### src/rtl/prefetch_unit.sv
// Instruction prefetch queue: issues sequential reads and buffers {addr, data} for a consumer.
// Latency: issue to instr_valid_o is 2 cycles; restart to valid head is 3 cycles.
// Backpressure: reads are issued only while queued plus in-flight entries leave a free slot.
module prefetch_unit #(
  parameter int                  I_WIDTH    = 12,
  parameter int                  A_WIDTH    = 8,
  parameter int                  DEPTH      = 4,
  parameter logic [A_WIDTH-1:0]  RESET_ADDR = '0
) (
  input  logic                           clk,
  input  logic                           reset_i,
  input  logic                           restart_i,
  input  logic [A_WIDTH-1:0]             restart_addr_i,
  input  logic                           deque_i,
  output logic [A_WIDTH-1:0]             imem_addr_o,
  output logic                           imem_req_o,
  input  logic [I_WIDTH-1:0]             imem_data_i,
  output logic [I_WIDTH-1:0]             instr_data_o,
  output logic [A_WIDTH-1:0]             instr_addr_o,
  output logic                           instr_valid_o,
  output logic [$clog2(DEPTH+1)-1:0]     count_o
);

  localparam int PW = $clog2(DEPTH);
  localparam int CW = $clog2(DEPTH+1);
  localparam logic [CW:0] DEPTH_C = (CW+1)'(DEPTH);

  logic [A_WIDTH-1:0] pc_q;
  logic [A_WIDTH-1:0] infl_addr_q;
  logic               infl_q;
  logic [CW-1:0]      count_q;
  logic [PW-1:0]      rd_ptr_q;
  logic [PW-1:0]      wr_ptr_q;
  logic [A_WIDTH-1:0] addr_mem [DEPTH];
  logic [I_WIDTH-1:0] data_mem [DEPTH];

  logic [CW:0] occupancy;
  logic        issue;
  logic        enq;
  logic        deq;

  // A slot is reserved for every outstanding read, so the response always fits.
  assign occupancy = {1'b0, count_q} + {{CW{1'b0}}, infl_q};
  assign issue     = !reset_i && !restart_i && (occupancy < DEPTH_C);
  assign enq       = infl_q && !restart_i && !reset_i;
  assign deq       = deque_i && (count_q != '0);

  assign imem_addr_o   = pc_q;
  assign imem_req_o    = issue;
  assign instr_valid_o = !reset_i && (count_q != '0);
  assign count_o       = reset_i ? '0 : count_q;
  assign instr_addr_o  = addr_mem[rd_ptr_q];
  assign instr_data_o  = data_mem[rd_ptr_q];

  // Control state: PC, in-flight tracking, pointers and occupancy; reset beats restart beats normal flow.
  always_ff @(posedge clk) begin
    if (reset_i) begin
      pc_q        <= RESET_ADDR;
      infl_q      <= 1'b0;
      infl_addr_q <= '0;
      count_q     <= '0;
      rd_ptr_q    <= '0;
      wr_ptr_q    <= '0;
    end else if (restart_i) begin
      pc_q     <= restart_addr_i;
      infl_q   <= 1'b0;
      count_q  <= '0;
      rd_ptr_q <= '0;
      wr_ptr_q <= '0;
    end else begin
      infl_q <= issue;
      if (issue) begin
        pc_q        <= pc_q + A_WIDTH'(1);
        infl_addr_q <= pc_q;
      end
      if (enq) wr_ptr_q <= wr_ptr_q + PW'(1);
      if (deq) rd_ptr_q <= rd_ptr_q + PW'(1);
      if (enq && !deq)      count_q <= count_q + CW'(1);
      else if (!enq && deq) count_q <= count_q - CW'(1);
    end
  end

  // Queue storage: the response arriving this cycle lands at the tail; contents need no reset.
  always_ff @(posedge clk) begin
    if (enq) begin
      addr_mem[wr_ptr_q] <= infl_addr_q;
      data_mem[wr_ptr_q] <= imem_data_i;
    end
  end

endmodule

### config.mk
export PLATFORM = sky130hd
export DESIGN_NAME = prefetch_unit
export DESIGN_NICKNAME = d
export VERILOG_FILES = /design/src/rtl/prefetch_unit.sv
export SDC_FILE = /design/constraint.sdc
export NUM_CORES = 1
export LEC_CHECK = 0
export BUFFER_PORTS_ARGS = -buffer_cell sky130_fd_sc_hd__buf_2
export CORE_ASPECT_RATIO = 1.5
export CORE_MARGIN = 1
export CORE_UTILIZATION = 40
export DETAILED_ROUTE_END_ITERATION = 12
export GPL_TIMING_DRIVEN = 0
export PLACE_DENSITY = 0.6
export SLEW_MARGIN = 20
export SYNTH_ARGS = -nofsm -noshare
export SYNTH_HDL_FRONTEND = slang
export SYNTH_SLANG_ARGS = --single-unit
### constraint.sdc
create_clock -name clk -period 1.85 [get_ports clk]
set_input_delay 0.185 -clock clk [delete_from_list [all_inputs] [get_ports clk]]
set_output_delay 0.185 -clock clk [all_outputs]
set_load 0.05 [all_outputs]
After elaboration in Yosys (flattened, before gate mapping). Memories as Yosys holds them, arrays and structs flattened. A register that Yosys moved wholly into a read port is not among the register bits. Cells that the tools add are included.

Output and inout port bits: 33. Word-level logic and storage cells: 44. Register bits: 24. Memories: 2. RAM bits: 80. Input bits: 24.

Memory list: data_mem (words 4, width 12, read ports 1, clocked after Yosys merged registers in 1, write ports 1, RTL line 35) `logic [I_WIDTH-1:0] data_mem [DEPTH];`; addr_mem (words 4, width 8, read ports 1, clocked after Yosys merged registers in 1, write ports 1, RTL line 34) `logic [A_WIDTH-1:0] addr_mem [DEPTH];`.

Bitwise gates (word level): 1. $add $sub $neg: 6. Reductions and logical operators: 17. $lt $le $gt $ge: 1. Multiplexer cells: 11.

Operators by type and width (count): $mux W8 (2); $mux W3 (3); $add A8 B1 Y8 const B (1); $logic_and A1 B1 Y1 (8); $mux W2 (4); $add A2 B1 Y2 const B (2); $add A3 B1 Y4 (1); $logic_not A1 Y1 (4); $lt A4 B3 Y1 const B (1); $reduce_bool A2 Y1 (2); $add A3 B1 Y3 const B (1); $reduce_bool A3 Y1 (1); $sub A3 B1 Y3 const B (1); $mux W1 (2); $reduce_and A2 Y1 (1); $reduce_or A2 Y1 (1); $not A1 Y1 (1).

Depth between registers and ports, before layout. Gate-level depths: netlist of run 1.

Depth after elaboration: 7. Gate-level depth with buffers: 9. Gate-level depth less buffers: 8.

Worst setup path after synthesis of run 1. No wires, ideal clock.

Path kind: register to register. From: register count_q[0]. To: register count_q[2]. Data arrival time: 1.891 ns. Setup time: 0.070 ns. Clock period less this slack: 1.960 ns. Data required time: 1.780 ns. Stages on the path, launching flop included: 9. Path slack: -0.110 ns. Buffers on the path: 0. Path through: dfxtp_1 -> nor3_1 -> nand2b_1 -> ha_1 -> inv_1 -> fa_1 -> xor2_1 -> or3_1 -> a21oi_1.

Word-level cells in the longest chain between the ends: 5. Elaborated cells between the ends (all ways): 10. Those cells by class: 2 x add/sub; 2 x mux; 6 x reduce/logical.

RTL lines: from (decl) (RTL line 31) `logic [CW-1:0] count_q;`; from (signal assigned) (RTL line 78) `if (enq && !deq) count_q <= count_q + CW'(1);`; from (signal assigned) (RTL line 79) `else if (!enq && deq) count_q <= count_q - CW'(1);`; parallel branches: the longest is 5 deep, another holds $sub A3 B1 Y3.

Several ways; the timed one is not identified. The select of a mux whose other input is x is not followed. A chain may end at the register's enable or synchronous reset.

Final worst setup path of run 1.
From: register count_q[2]. To: register count_q[2].

The elaborated chain is that of the path after synthesis.

==> results of run 1 <==
## metal layers
metal  global-route usage [%]  wire length [um]
met1                     16.8              3030
met2                     26.4              3850
met3                     3.56               258
met4                     7.08               140
met5                        0                 0
## flip-flops by register name, summed over array words and instances, names as in the netlist, named ones only
register and cells:
infl_addr_q 8, addr_mem 32, infl_q 1, rd_ptr_q 2, data_mem 48, count_q 3, imem_addr_o 8, wr_ptr_q 2
## logic make-up (layout without fill, tap and decap cells)
group / after synthesis / count (layout) / share of synthesized area [%]
muxes: 22 / 22 / 11.5
and+or+nand+nor: 61 / 61 / 7.56
DFF: 106 / 106 / 71.7
xor gates and xnor gates: 5 / 5 / 1.07
adders and majority gates: 7 / 7 / 2.33
AOI/OAI and AO/OA: 26 / 26 / 3.96
buffers and inverters: 18 / 99 / 1.78
## timing repair
item / in CTS / in global routing
endpoints found under the setup margin: 86 / 43
gates resized for setup: 24 / 22
setup buffers: 6 / 3
pin swaps: 2 / 2
hold endpoints to repair: 0 / 0
## stage by stage
stage | cells | hold WS (ps) | power [mW] | TNS [ps] | util [%]
floorplan | 245 | 284 | 2.85 | -5.96 | -
global placement | 416 | 397 | 2.93 | -24290 | 46.2
detailed placement | 416 | 408 | 2.94 | -26050 | 46.2
CTS | 438 | 49.0 | 4.65 | -199 | 50.0
global route | 441 | 55.0 | 4.78 | -54.3 | 50.9
finish | 441 | 60.4 | 4.62 | -0.0777 | 50.9
## power groups by stage
stage / sequential (mW) / combinational, mW / clock, mW
global placement: 2.66 / 0.273 / 0
finish: 2.61 / 0.315 / 1.70
CTS: 2.61 / 0.305 / 1.74
global route: 2.61 / 0.339 / 1.83
detailed placement: 2.66 / 0.280 / 0
floorplan: 2.69 / 0.156 / 0
## Yosys cell counts, types with 2 or more instances
library cell   n
edfxtp_1      80
dfxtp_1       26
nand2_1       22
mux4_2        20
a21oi_1       12
nor2_1         9
clkbuf_1       7
ha_1           6
inv_1          6
or3_1          6
a31oi_1        5
and3_1         5
nand3_1        5
buf_2          4
nand4_1        4
xor2_1         4
nor2b_1        3
o211ai_1       3
a2bb2oi_1      2
mux2i_1        2
## worst max-delay path: cells and delay by family, from the launching register on
kind	cells	cell delay [ps]
AO/OA/AOI/OAI	1	120
buffers and inverters	1	40
XOR/XNOR	1	150
AND/OR/NAND/NOR	3	660
flip-flops	1	350
adder cells (fa/ha/maj)	2	450
## how the worst min path moves through the flow
stage / start / end / slack [ps] / cells past startpoint
6_report: imem_data_i[4] / data_mem[0][4]$_DFFE_PP_ / 60 / 1
5_1_grt: imem_data_i[11] / data_mem[2][11]$_DFFE_PP_ / 50 / 1
4_1_cts: imem_data_i[11] / data_mem[2][11]$_DFFE_PP_ / 50 / 1
3_5_place_dp: imem_data_i[10] / data_mem[0][10]$_DFFE_PP_ / 410 / 1
3_3_place_gp: imem_data_i[9] / data_mem[2][9]$_DFFE_PP_ / 400 / 1
2_1_floorplan: imem_data_i[0] / data_mem[0][0]$_DFFE_PP_ / 280 / 0
## final cells by class
cell class | count | area share (%)
Sequential cell | 106 | 58.9
Clock buffer | 12 | 4.74
Clock inverter | 4 | 0.552
Buffer | 11 | 1.93
Inverter | 7 | 0.577
Timing Repair Buffer | 65 | 7.50
Multi-Input combinational cell | 121 | 22.9
Tap cell | 115 | 2.89
==> flow_summary_export.csv, run 1 <==
group,metric,value,unit
synthesis,synthesis.area_per_instance,16.6,um2
layout,final_nets,352,
timing,hold_viol,0,
setup_path,critical_path.cell_chain,"nor3_4 > nand2b_4 > ha_4 > inv_2 > fa_2 > xor2_1 > or3_1 > a21oi_1",
setup_path,r2r_slack,-0.08,ps
drt,first_pass_iters,10,
clock_network,htreeDepth,3,
layout,design_area,0.00499,mm2
layout,fillCellCount,837,
timing,period_minus_slack,1850,ps
pwr,power_leakage,1.79,nW
clock_network,root_buffer,"clkbuf_16",
setup_path,reg2reg_depth,8,
timing,setup_viol,1,
floorplanning,coreArea,0.00980,mm2
clock_network,hold_buffers,0,
run_status,status,"complete, but fails checks",
place,place_area,0.00452,mm2
drt,viasPerCell,5.25,
setup_path,critPathLaunchType,"flip-flop",
synthesis,synth_area,0.00407,mm2
floorplanning,dieHeight,126,um
timing,fin_ws,-0.0777,ps
synthesis,yosys-top-cells-area,"edfxtp_1 (59%), dfxtp_1 (13%), mux4_2 (11%)",
synthesis,synth-seq-cells,106,
setup_path,crit_required,2120,ps
clock_network,cts_num_sinks,106,
place,io_buffer_count,56,
synthesis,synth_top_area_share,59.0,%
global_route,grt_max_degree,21,
clock_network,worst_skew_pair.late_latency,340,ps
synthesis,ys_types,34,
setup_path,setup.worst_path.end,"count_q[2]$_SDFFE_PP0P_",
synthesis,synth_seq_area_share,71.7,%
floorplanning,initial_utilization,41.6,%
pwr,p_seq_share,56.4,%
drt,drc,3,
global_route,gr-total-overflow,0,
drt,ant_nets,0,
pwr,power_switching,1.01,mW
setup_path,critPathCaptureType,"flip-flop",
timing,worst_pin_slew,560,ps
synthesis,yosys.area.top_type,"edfxtp_1",
synthesis,synth_fp_nets,276,
timing,fin_crit_sh,100,%
global_route,grt_pass1_vias,2348,
place,dp.final_hpwl,4.67,mm
setup_path,r2r-start,"count_q[2]$_SDFFE_PP0P_",
layout,area_growth,22.4,%
drt,via_count,2317,
clock_network,clockBufferDepth,2,
setup_path,crit_fanout,2,
setup_path,worst_path_max_delay_cell,"dfxtp_4",
pwr,power-per-cell-area,926,mW/mm2
floorplanning,die_w,84.4,um
pwr,p_comb_share,6.8,%
pwr,intPower,3.61,mW
floorplanning,die-area,0.0106,mm2
global_route,grt_pass1_wl,11.8,mm
drt,drt_iter0_markers,113,
timing,rsz0062_at_grt,"true",
clock_network,cts.clk_slew.worst_paths,70,ps
synthesis,yosysWarnings,0,
clock_network,cts_buffers,9,
run,drv_cap,0,
timing,skew,7.82,ps
setup_path,slowest_delay,350,ps
pwr,vdd_drop_max,0.489,mV
layout,multiInputGateArea,0.00114,mm2
worst_hold_path,hold_class,"in -> reg",
pwr,p_clk_share,36.7,%
setup_path,arrival,2120,ps
timing,slew_headroom,62.6,%
drt,wirelength,7.28,mm
synthesis,ys.flop_type,"edfxtp_1",
setup_path,path_class,"reg -> reg",
layout,layout_commonest_cell,"edfxtp_1",
synthesis,synth_edf_count,80,
place,place_congestion,0.760,
global_route,grt_use_total,14.9,%
clock_network,cts_tree,"built",
pwr,sw_frac_of_total,21.9,%
global_route,antenna_found_initial,0,
synthesis,synth_cells,245,
timing,report.final.slew_viol_count,0,
timing,fmax,541,MHz
floorplanning,fp-row-count,44,
floorplanning,io_pins,57,
layout,layout-drive-gt1-share,38.7,%
setup_path,setup.worst_path.start,"count_q[2]$_SDFFE_PP0P_",
place,place_ws,-374,ps
layout,diodes,0,
run_status,violations,"DRC, setup timing",
drt,post_drt_wl_per_cell,16.5,um
layout,seqCellArea,0.00294,mm2
setup_path,r2r_end,"count_q[2]$_SDFFE_PP0P_",
synthesis,async_flop_share,0,%
layout,mostFrequentLayoutCells,"edfxtp_1 (80), buf_2 (51), nand2_1 (21), dfxtp_1 (21), mux4_2 (20)",
Power figures use the tool's default switching activity.
==> inputs of run 2 (changes only) <==
- BUFFER_PORTS_ARGS: -buffer_cell sky130_fd_sc_hd__buf_2 -> -buffer_cell sky130_fd_sc_hd__buf_4
==> flow_summary_export.csv, run 2 (synthesis gave the netlist of run 1 again) <==
group,metric,value,unit
run_status,status,"complete, but fails checks",
run_status,violations,"DRC, setup timing",
clock_network,hold_buffers,0,
clock_network,worst_skew_pair.late_latency,340,ps
floorplanning,io_pins,57,
place,place_congestion,0.761,
timing,period_minus_slack,1890,ps
global_route,grt_max_degree,21,
clock_network,clockBufferDepth,2,
place,place_area,0.00466,mm2
timing,hold_viol,0,
drt,wirelength,7.56,mm
setup_path,path_class,"reg -> reg",
timing,rsz0062_at_grt,"true",
pwr,power_leakage,1.83,nW
layout,largest_reg_flops,48,
setup_path,arrival,2160,ps
setup_path,worst_path_max_delay_cell,"dfxtp_4",
global_route,antenna_found_initial,0,
setup_path,critical_path.cell_chain,"nor3_4 > nand2b_4 > ha_4 > inv_2 > fa_2 > xor2_1 > or3_1 > a21oi_2",
layout,mostFrequentLayoutCells,"edfxtp_1 (80), buf_4 (47), nand2_1 (22)",
pwr,power-per-cell-area,898,mW/mm2
layout,area_growth,26.1,%
place,dp.final_hpwl,4.76,mm
layout,layout-drive-gt1-share,36.8,%
floorplanning,initial_utilization,41.6,%
setup_path,crit_required,2120,ps
drt,first_pass_iters,8,
layout,layout_commonest_cell,"edfxtp_1",
layout,final_nets,349,
worst_hold_path,hold_class,"in -> reg",
drt,via_count,2328,
global_route,gr-total-overflow,0,
setup_path,worst-path-buf-inv,1,
timing,report.final.slew_viol_count,0,
pwr,vdd_drop_max,0.486,mV
layout,top_register,"data_mem",
drt,drt_iter0_markers,161,
setup_path,crit_family,"simple AND/OR/NAND/NOR gates",
layout,top_regs,"data_mem: 48 flops, addr_mem: 32 flops",
global_route,grt_pass1_vias,2354,
drt,viasPerCell,5.32,
timing,skew,7.30,ps
layout,design_area,0.00514,mm2
clock_network,cts_buffers,9,
setup_path,r2r_slack,-40,ps
global_route,globalRouteMet1Util,17.4,%
timing,setup_viol,1,
clock_network,root_buffer,"clkbuf_16",
timing,worst_pin_slew,556,ps
clock_network,cts_num_sinks,106,
global_route,use_met2,26.3,%
drt,drc,3,
timing,fmax,529,MHz
drt,ant_nets,0,
timing,fin_ws,-39.7,ps
setup_path,critPathLaunchType,"flip-flop",
floorplanning,coreArea,0.00980,mm2
floorplanning,dieHeight,126,um
floorplanning,die_w,84.4,um
place,io_buffer_count,56,
run,drv_cap,0,
clock_network,htreeDepth,3,
floorplanning,die-area,0.0106,mm2
drt,post_drt_wl_per_cell,17.3,um
global_route,grt.busiest_layer,"met2",
layout,diodes,0,
global_route,grt_pass1_wl,11.9,mm
clock_network,cts.clk_slew.worst_paths,70,ps
clock_network,cts_tree,"built",
setup_path,crit_fanout,6,
floorplanning,fp-row-count,44,
timing,slew_headroom,62.9,%
timing,worst_hold_slack,48.7,ps
global_route,met3_usage,4.09,%
global_route,grt_use_total,15.0,%
setup_path,critPathCaptureType,"flip-flop",
setup_path,slowest_delay,370,ps
timing,fin_crit_sh,102,%
run 2: changes by cell type in the layout (fill, tap and decap cells not counted), moves of 3 or more:
cell      previous run  this run
buf_2               51         1
buf_6                2        12
clkinv_1             0         3
buf_4               12        47
run 2: worst paths after layout:
kind	cells past startpoint	end	from
worst max-delay path	8	count_q[2]$_SDFFE_PP0P_	count_q[2]$_SDFFE_PP0P_
worst min-delay path	1	data_mem[3][11]$_DFFE_PP_	imem_data_i[11]
worst max register to register	8	count_q[2]$_SDFFE_PP0P_	count_q[2]$_SDFFE_PP0P_
worst min register to register	2	infl_addr_q[1]$_SDFFE_PP0P_	infl_addr_q[1]$_SDFFE_PP0P_
run 2: report_power, final:
group	internal, mW	switching (mW)
logic	0.143	0.196
registers	2.58	0.0325
clock network	0.901	0.768
total	3.62	0.997
run 2: final cells by class:
| type | count | area (um2) |
|---|---|---|
| clock buffer | 12 | 236 |
| multi-input combinational | 121 | 1130 |
| timing repair buffer | 63 | 571 |
| buffer | 10 | 72.6 |
| clock inverter | 4 | 18.8 |
| fill | 830 | 4660 |
| sequential | 106 | 2940 |
| tap | 115 | 144 |
| inverter | 7 | 28.8 |
run 2: timing repair:
action                                  in CTS  in global routing
endpoints found under the setup margin     102                 15
buffers inserted                             4                  1
gates cloned                                 1                  1
gates resized for setup                     30                 15
pin swaps                                    2                  1
run 2: through the flow:
step	TNS [ps]	cells	setup WS, ps	util (%)	power, mW
floorplan	-5.96	245	-5.96	-	2.85
global placement	-24800	416	-312	47.6	2.96
detailed placement	-26300	416	-364	47.6	2.97
CTS	-24.2	437	-22.2	51.7	4.65
global route	-212	438	-123	52.4	4.76
finish	-39.7	438	-39.7	52.4	4.62
run 2: metal layers:
metal	up-vias	routed length [um]
met3	8	266
li1	1098	-
met2	52	4070
met4	0	118
met5	-	0
met1	1170	3100
==> inputs of run 3 (changes only) <==
- CTS_BUF_LIST: unset -> sky130_fd_sc_hd__clkbuf_2 sky130_fd_sc_hd__clkbuf_4 sky130_fd_sc_hd__clkbuf_8
==> flow_summary_export.csv, run 3 (synthesis gave the netlist of run 1 again) <==
group,metric,value,unit
clock_network,clockBufferDepth,2,
timing,report.final.slew_viol_count,0,
timing,fin_ws,-29.0,ps
layout,mostFrequentLayoutCells,"edfxtp_1 (80), buf_4 (43), nand2_1 (22)",
setup_path,setup.worst_path.start,"count_q[2]$_SDFFE_PP0P_",
timing,skew,11.2,ps
layout,area_growth,25.4,%
layout,top_register,"data_mem",
timing,hold_viol,0,
run,drv_cap,0,
floorplanning,fp-row-count,44,
timing,worst_pin_slew,555,ps
global_route,grt_max_degree,21,
global_route,antenna_found_initial,0,
drt,via_count,2353,
layout,largest_reg_flops,48,
timing,period_minus_slack,1880,ps
setup_path,critPathLaunchType,"flip-flop",
setup_path,crit_fanout,6,
layout,diodes,0,
drt,ant_nets,0,
layout,final_nets,353,
layout,top_regs,"data_mem: 48 flops, addr_mem: 32 flops",
place,place_ws,-364,ps
floorplanning,io_pins,57,
drt,first_pass_iters,10,
setup_path,r2r_slack,-30,ps
timing,fin_crit_sh,102,%
layout,layout-drive-gt1-share,37.9,%
setup_path,path_class,"reg -> reg",
run_status,violations,"DRC, setup timing",
drt,drc,3,
worst_hold_path,hold_class,"in -> reg",
layout,seqCellArea,0.00294,mm2
layout,fillCellCount,835,
floorplanning,dieHeight,126,um
floorplanning,die-area,0.0106,mm2
setup_path,reg2reg_depth,8,
floorplanning,coreArea,0.00980,mm2
setup_path,r2r_end,"count_q[2]$_SDFFE_PP0P_",
place,place_congestion,0.761,
pwr,power-per-cell-area,820,mW/mm2
floorplanning,initial_utilization,41.6,%
clock_network,cts_buffers,9,
floorplanning,die_w,84.4,um
drt,wirelength,7.57,mm
drt,post_drt_wl_per_cell,17.1,um
timing,rsz0062_at_grt,"true",
clock_network,cts_tree,"built",
clock_network,htreeDepth,3,
setup_path,r2r-start,"count_q[2]$_SDFFE_PP0P_",
layout,layout_commonest_cell,"edfxtp_1",
clock_network,worst_skew_pair.late_latency,360,ps
timing,setup_viol,2,
timing,fmax,532,MHz
drt,drt_iter0_markers,185,
place,place_inst,416,
layout,final_cell_count_no_fill,442,
setup_path,critPathCaptureType,"flip-flop",
pwr,power_leakage,1.82,nW
global_route,gr-total-overflow,0,
clock_network,cts.clk_slew.worst_paths,90,ps
setup_path,crit_required,2150,ps
clock_network,root_buffer,"clkbuf_8",
drt,viasPerCell,5.32,
place,dp.final_hpwl,4.76,mm
layout,multiInputGateArea,0.00113,mm2
clock_network,cts_num_sinks,106,
setup_path,setup.worst_path.end,"count_q[2]$_SDFFE_PP0P_",
worst_hold_path,min_from,"imem_data_i[11]",
run_status,status,"complete, but fails checks",
setup_path,arrival,2180,ps
place,io_buffer_count,56,
timing,worst_hold_slack,17.1,ps
pwr,vdd_drop_max,0.347,mV
global_route,grt_use_total,14.9,%
global_route,grt_pass1_vias,2347,
global_route,grt_pass1_wl,11.8,mm
timing,slew_headroom,63.0,%
## run 3: changes by cell type in the layout (fill, tap and decap cells not counted), moves of 2 or more
cell / change
buf_4: -4
buf_6: +8
buf_8: -2
clkbuf_1: -3
clkbuf_16: -8
clkbuf_4: +2
clkbuf_8: +9
dlygate4sd3_1: +2
## run 3: worst min path at each step
stage                                 to  cells past startpoint  slack, ps
3_5_place_dp   data_mem[2][10]$_DFFE_PP_                      1        390
4_1_cts        data_mem[1][11]$_DFFE_PP_                      1        0.3
3_3_place_gp    data_mem[1][8]$_DFFE_PP_                      1        390
6_report       data_mem[3][11]$_DFFE_PP_                      1         20
5_1_grt         data_mem[2][3]$_DFFE_PP_                      1          6
2_1_floorplan   data_mem[0][0]$_DFFE_PP_                      0        280
## run 3: area by class of cell
type                            count  share of cell area, %
Clock inverter                      4                  0.367
Sequential cell                   106                   57.5
Clock buffer                       12                   2.87
Multi-Input combinational cell    121                   22.1
Timing Repair Buffer               68                   12.4
Inverter                            7                  0.563
Buffer                              9                   1.37
Tap cell                          115                   2.82
## run 3: power breakdown
group | internal (mW) | switching (mW)
Sequential | 2.57 | 0.0355
Clock | 0.523 | 0.713
Combinational | 0.150 | 0.194
## run 3: metal layers
metal  global-route usage [%]  part of all wire (%)  wire, um
met1                     17.4                    40      3020
met2                     26.0                    55      4140
met3                     3.50                   3.7       281
met4                     6.68                   1.7       125
met5                        0                     0         0
## run 3: repair_timing
item                                    4_1_cts  5_1_grt
gates cloned                                  0        2
hold endpoints to repair                      3        0
buffers inserted                              5        3
endpoints found under the setup margin      102       18
hold buffers                                  2        0
pin swaps                                     2        2
gates resized for setup                      28       22
## run 3: critical path, stage by stage, from the launching register on
cell and delay (ps):
dfxtp_4 380, nor3_4 180, nand2b_4 160, ha_4 140, inv_2 40, fa_2 320, xor2_1 150, or3_1 330
a21oi_2 120
## run 3: per-stage QoR
| step | utilization (%) | total power, mW | TNS (ps) | area [um2] |
|---|---|---|---|---|
| after floorplan | - | 2.85 | -5.96 | 4100 |
| after global placement | 47.6 | 2.96 | -24800 | 4660 |
| after detailed placement | 47.6 | 2.97 | -26300 | 4660 |
| after CTS | 50.7 | 4.21 | -47.9 | 4960 |
| after global routing | 52.1 | 4.33 | -710 | 5110 |
| final | 52.1 | 4.19 | -37.6 | 5110 |
